===== config.mk =====
export PLATFORM = sky130hd
export DESIGN_NAME = f32_normalizer
export DESIGN_NICKNAME = d
export VERILOG_FILES = /design/src/rtl/f32_pkg.sv /design/src/rtl/f32_pack.sv /design/src/rtl/f32_normalizer.sv
export SDC_FILE = /design/constraint.sdc
export NUM_CORES = 1
export LEC_CHECK = 0
export ABC_CLOCK_PERIOD_IN_PS = 2350
export BUFFER_PORTS_ARGS = -buffer_cell sky130_fd_sc_hd__buf_2
export CORE_UTILIZATION = 58
export CTS_BUF_LIST = sky130_fd_sc_hd__clkbuf_8
export DETAILED_ROUTE_END_ITERATION = 10
export PLACE_DENSITY = 0.83
export SYNTH_ARGS = -nofsm -noshare
export SYNTH_HDL_FRONTEND = slang
export SYNTH_SLANG_ARGS = --single-unit

===== constraint.sdc =====
create_clock -name CLK -period 2.35 [get_ports CLK]
set_input_delay 0.1175 -clock CLK [delete_from_list [all_inputs] [get_ports CLK]]
set_output_delay 0.1175 -clock CLK [all_outputs]
set_load 0.01 [all_outputs]

===== src/rtl/f32_pkg.sv =====
// f32 normalizer shared package: format widths, field positions,
// exponent constants and the normalizer FSM state encoding.
package f32_pkg;

  localparam int EW = 8;
  localparam int MW = 23;
  localparam int BIAS = 127;
  localparam logic [EW-1:0] EXP_MAX = '1;

  localparam int FRAC_LSB = 0;
  localparam int EXP_LSB = MW;
  localparam int SIGN_POS = EW + MW;
  localparam int HID_POS = MW;
  localparam int CRY_POS = MW + 1;

  localparam int CNT_W = 5;

  typedef enum logic [1:0] {
    S_IDLE,
    S_NORM,
    S_DONE
  } state_e;

endpackage


===== src/rtl/f32_pack.sv =====
// Result packer: builds {sign, exp, frac} and the overflow/underflow
// flags from the normal fields and the ovf/unf/zero selects.
module f32_pack #(
  parameter int EW = 8,
  parameter int MW = 23
) (
  input  logic          sign_i,
  input  logic [EW-1:0] exp_i,
  input  logic [MW-1:0] frac_i,
  input  logic          ovf_sel_i,
  input  logic          unf_sel_i,
  input  logic          zero_sel_i,
  output logic [EW+MW:0] r_o,
  output logic          ovf_o,
  output logic          unf_o
);

  always_comb begin
    r_o = {sign_i, exp_i, frac_i};
    ovf_o = 1'b0;
    unf_o = 1'b0;
    unique case (1'b1)
      ovf_sel_i: begin
        r_o = {sign_i, {EW{1'b1}}, {MW{1'b0}}};
        ovf_o = 1'b1;
      end
      unf_sel_i: begin
        r_o = {sign_i, {(EW+MW){1'b0}}};
        unf_o = 1'b1;
      end
      // an exact zero is always +0
      zero_sel_i: r_o = '0;
      default: ;
    endcase
  end

endmodule


===== src/rtl/f32_normalizer.sv =====
// Normalizes a raw adder sum into a packed float, one shift per cycle.
// Ports: IN_* valid/ready input, OUT_* valid/ready result, R, flags.
module f32_normalizer #(
  parameter int EW = f32_pkg::EW,
  parameter int MW = f32_pkg::MW
) (
  input  logic          CLK,
  input  logic          RST_N,
  input  logic          IN_VALID,
  output logic          IN_READY,
  input  logic          IN_SIGN,
  input  logic [EW-1:0] IN_EXP,
  input  logic [MW+1:0] IN_MANT,
  output logic          OUT_VALID,
  input  logic          OUT_READY,
  output logic [EW+MW:0] R,
  output logic          OVERFLOW,
  output logic          UNDERFLOW
);

  import f32_pkg::*;

  localparam logic [EW-1:0] EMAX = {EW{1'b1}};
  localparam logic [CNT_W-1:0] CNT_LIM = CNT_W'(MW + 1);

  state_e state_q, state_d;
  logic sign_q, sign_d;
  logic [EW-1:0] exp_q, exp_d, exp_inc;
  logic [MW+1:0] mant_q, mant_d;
  logic [CNT_W-1:0] cnt_q, cnt_d;

  logic ld;
  logic [EW-1:0] pk_exp;
  logic [MW-1:0] pk_frac;
  logic ovf_sel, unf_sel, zero_sel;
  logic [EW+MW:0] pk_r, r_q;
  logic pk_ovf, pk_unf, ovf_q, unf_q;

  assign exp_inc = exp_q + 1'b1;

  always_comb begin
    state_d = state_q;
    sign_d = sign_q;
    exp_d = exp_q;
    mant_d = mant_q;
    cnt_d = cnt_q;
    ld = 1'b0;
    pk_exp = exp_q;
    pk_frac = mant_q[MW-1:0];
    ovf_sel = 1'b0;
    unf_sel = 1'b0;
    zero_sel = 1'b0;
    unique case (state_q)
      S_IDLE: begin
        if (IN_VALID) begin
          sign_d = IN_SIGN;
          exp_d = IN_EXP;
          mant_d = IN_MANT;
          cnt_d = '0;
          state_d = S_NORM;
        end
      end
      S_NORM: begin
        ld = 1'b1;
        state_d = S_DONE;
        if (exp_q == EMAX) begin
          ovf_sel = 1'b1;
        end else if (mant_q == '0) begin
          zero_sel = 1'b1;
        end else if (mant_q[MW+1]) begin
          // carry: one right shift, lsb dropped
          pk_exp = exp_inc;
          pk_frac = mant_q[MW:1];
          ovf_sel = (exp_inc == EMAX);
        end else if (mant_q[MW]) begin
          ld = 1'b1;
        end else if (exp_q <= EW'(1) ||
                     cnt_q == CNT_LIM) begin
          unf_sel = 1'b1;
        end else begin
          ld = 1'b0;
          state_d = S_NORM;
          mant_d = mant_q << 1;
          exp_d = exp_q - 1'b1;
          cnt_d = cnt_q + 1'b1;
        end
      end
      S_DONE: begin
        if (OUT_READY) state_d = S_IDLE;
      end
      default: state_d = S_IDLE;
    endcase
  end

  f32_pack #(
    .EW(EW),
    .MW(MW)
  ) u_pack (
    .sign_i    (sign_q),
    .exp_i     (pk_exp),
    .frac_i    (pk_frac),
    .ovf_sel_i (ovf_sel),
    .unf_sel_i (unf_sel),
    .zero_sel_i(zero_sel),
    .r_o       (pk_r),
    .ovf_o     (pk_ovf),
    .unf_o     (pk_unf)
  );

  always_ff @(posedge CLK or negedge RST_N) begin
    if (!RST_N) begin
      state_q <= S_IDLE;
      sign_q <= 1'b0;
      exp_q <= '0;
      mant_q <= '0;
      cnt_q <= '0;
      r_q <= '0;
      ovf_q <= 1'b0;
      unf_q <= 1'b0;
    end else begin
      state_q <= state_d;
      sign_q <= sign_d;
      exp_q <= exp_d;
      mant_q <= mant_d;
      cnt_q <= cnt_d;
      if (ld) begin
        r_q <= pk_r;
        ovf_q <= pk_ovf;
        unf_q <= pk_unf;
      end
    end
  end

  assign IN_READY = (state_q == S_IDLE);
  assign OUT_VALID = (state_q == S_DONE);
  assign R = r_q;
  assign OVERFLOW = ovf_q;
  assign UNDERFLOW = unf_q;

endmodule


==> metrics.cfg <==
[route]
highest_layer=met4
met1_length_mm=4.79
dr.first_iter.drc_count=447
wl_met2_mm=4.93
drtPass1Iterations=8
vias=3857
ant_nets=0
drc=18
via_per_inst=5.95
met3_length_um=747
wl_mm=10.7
post_drt_wl_per_cell_um=16.5

[yosys]
syn_nets=511
yosysUniqueCellTypes=53
yosys_warnings=0
ys_seq_area_frac=0.476
ys_seq_elements=75
syn_avg_cell_area_sq_um=8.44
netlist_instances=467
synth_ff_type=dfrtp_1
netlist_area_sq_mm=0.00394
synth_edf_count=0
synth-async-reset-ratio=1.00

[critical_path]
worst_ep_required_time_ns=2.60
crit_type=reg2reg
startpoint_type=flip-flop
reg2reg_setup_slack_ns=0.1
cp_max_fo=25
crit_path_end_kind=flip-flop
crit_arrival_ns=2.50
r2r_end=mant_q[10]
r2r-start=exp_q[1]
r2r_cells=9

[min_path]
min_to=mant_q[21]
hold_path.startpoint=IN_MANT[21]
hold_depth=3
hp-class=in2reg

[timing]
fmax_mhz=444
final_max_slew_viol_count=0
rsz0062_at_grt=false
fin_skew_ns=0.00855
period_needed_ns=2.25
setup_viol=0
timing.final.crit_share=0.958
slew_headroom=0.506
tightest_slew_ns=0.740
hold_viol=0
fin_hold_ws_ns=0.00757
fin_setup_tns_ns=0

[grt]
grt_pass1_vias=3563
antenna_found_initial=0
grt_pass1_wl_mm=17.7
grt_max_degree=57
globalRouteOverflowTotal=0
grt_usage=0.320

[clocking]
insertion_delay_ns=0.36
clock_path_buffers=2
cts_sinks=75
root_buffer=clkbuf_8
cts.htree.levels=3
cts-buffers-inserted=9
clk_pin_slew_ns=0.09
cts_tree=yes

[placement]
dp_hpwl_mm=7.14
place.gp.congestion=0.894
dp.cells=609
numPortBuffers=73

[floorplan]
die_w_um=84.5
die-area_sq_mm=0.00713
die_h_um=84.5
num_rows=29
core_area_sq_mm=0.00646
io_pins=74
start_util=0.611

[pwr]
p_clk_frac=0.170
vdd_drop_max_uv=833
power_frac_seq=0.345
sw_frac_of_total=0.447
p_comb_frac=0.484
power.net_switching_mw=3.10
p_leak_nw=2.32
cellPowerDensity_mw_per_mm2=1400
internal_power_mw=3.84

[finish]
drive_above_1_share=0.224
final_common_cell=nand2_1
n_antenna_cell=0
nets=610
syn_to_final_growth_pct=25.3
nFillCells=460
final_util=0.765
final_cells=648
layout_common_cells=nand2_1, dfrtp_1, buf_2, nor2_1, a21oi_1

[job]
cap_viol_max_count=0

[run_status]
violations=design-rule violations
status=finished with violations

==> cells by family after synthesis <==
kind of cell,after synthesis,synth area share
xor+xnor,6,0.0133
simple gates,203,0.222
mux,3,0.00793
fa+ha+maj,6,0.0190
flops,75,0.476
compound gates,134,0.220
buf+inv,40,0.0422
==> flip-flops by register name (all words and copies together) (netlist names) <==
signal	flops
exp_q	8
OVERFLOW	1
sign_q	1
mant_q	25
state_q	2
UNDERFLOW	1
cnt_q	5
R	32
==> worst max path at each step <==
stage | start | to | slack (ns) | cells past startpoint
4_1_cts | exp_q[1] | mant_q[2] | 0.06 | 9
2_1_floorplan | exp_q[0] | R[10] | 0.23 | 8
3_5_place_dp | exp_q[1] | mant_q[7] | 0.11 | 9
3_3_place_gp | exp_q[1] | mant_q[0] | 0.13 | 8
5_1_grt | exp_q[2] | R[10] | 0.01 | 7
6_report | exp_q[1] | mant_q[10] | 0.1 | 9
==> layer usage <==
layer,vias up,global-route usage
li1,1835,-
met1,1788,0.451
met2,205,0.502
met3,29,0.0462
met4,0,0.133
met5,-,0
==> per-stage QoR <==
step / area, sq um / power, mW / setup slack [ns]
2_1_floorplan: 3940 / 4.50 / 0.230
3_3_place_gp: 4470 / 5.50 / 0.130
3_5_place_dp: 4470 / 5.62 / 0.106
4_1_cts: 4920 / 6.82 / 0.0588
5_1_grt: 4940 / 7.45 / 0.0108
6_report: 4940 / 6.94 / 0.0992
==> power groups by stage <==
stage	Combinational, mW	Sequential [mW]	Clock (mW)
2_1_floorplan	2.13	2.36	0
5_1_grt	3.75	2.46	1.23
3_3_place_gp	3.14	2.35	0
3_5_place_dp	3.24	2.38	0
6_report	3.36	2.40	1.18
4_1_cts	3.27	2.37	1.18
==> critical path, cell delays in order, from the launching register on <==
cell,delay [ns]
dfrtp_2,0.46
inv_1,0.13
ha_1,0.24
nor2_1,0.10
o311a_4,0.40
o21ai_1,0.20
nor2_2,0.10
buf_6,0.20
a22oi_1,0.21
nand2_1,0.08
==> timing repair <==
item,CTS,global route
setup buffers,0,1
hold endpoints to repair,51,0
hold buffers,22,0
gates resized for setup,0,6
endpoints found under the setup margin,0,32
==> cells in the mapped netlist (2+ instances only) <==
cell	instances	share of area
nand2_1	114	0.11
dfrtp_1	75	0.48
nor2_1	40	0.038
a21oi_1	39	0.049
o21ai_0	36	0.046
a22oi_1	24	0.046
clkbuf_1	23	0.022
nand3_1	11	0.014
nor3_1	10	0.013
buf_2	7	0.0089
nor4_1	7	0.011
o22a_1	7	0.016
ha_1	6	0.019
inv_1	5	0.0048
o22ai_1	4	0.0063
o31ai_1	4	0.0076
xnor2_1	4	0.0089
buf_1	3	0.0029
nand4_1	3	0.0048
or3_1	3	0.0048
a21o_1	2	0.0038
a22o_1	2	0.0044
and2_1	2	0.0032
and4_1	2	0.0044
mux2i_1	2	0.0051
nand2b_1	2	0.0032
nor2b_1	2	0.0032
o21ai_1	2	0.0025
xor2_1	2	0.0044
==> final cells by class <==
class	count	area, sq um	area share
timing repair buffer	122	808	0.164
inverter	6	25.0	0.00506
clock buffer	10	138	0.0278
multi-input combinational	352	1900	0.385
clock inverter	6	96.3	0.0195
sequential	75	1880	0.380
tap	77	96.3	0.0195
Power figures use the tool's default switching activity.
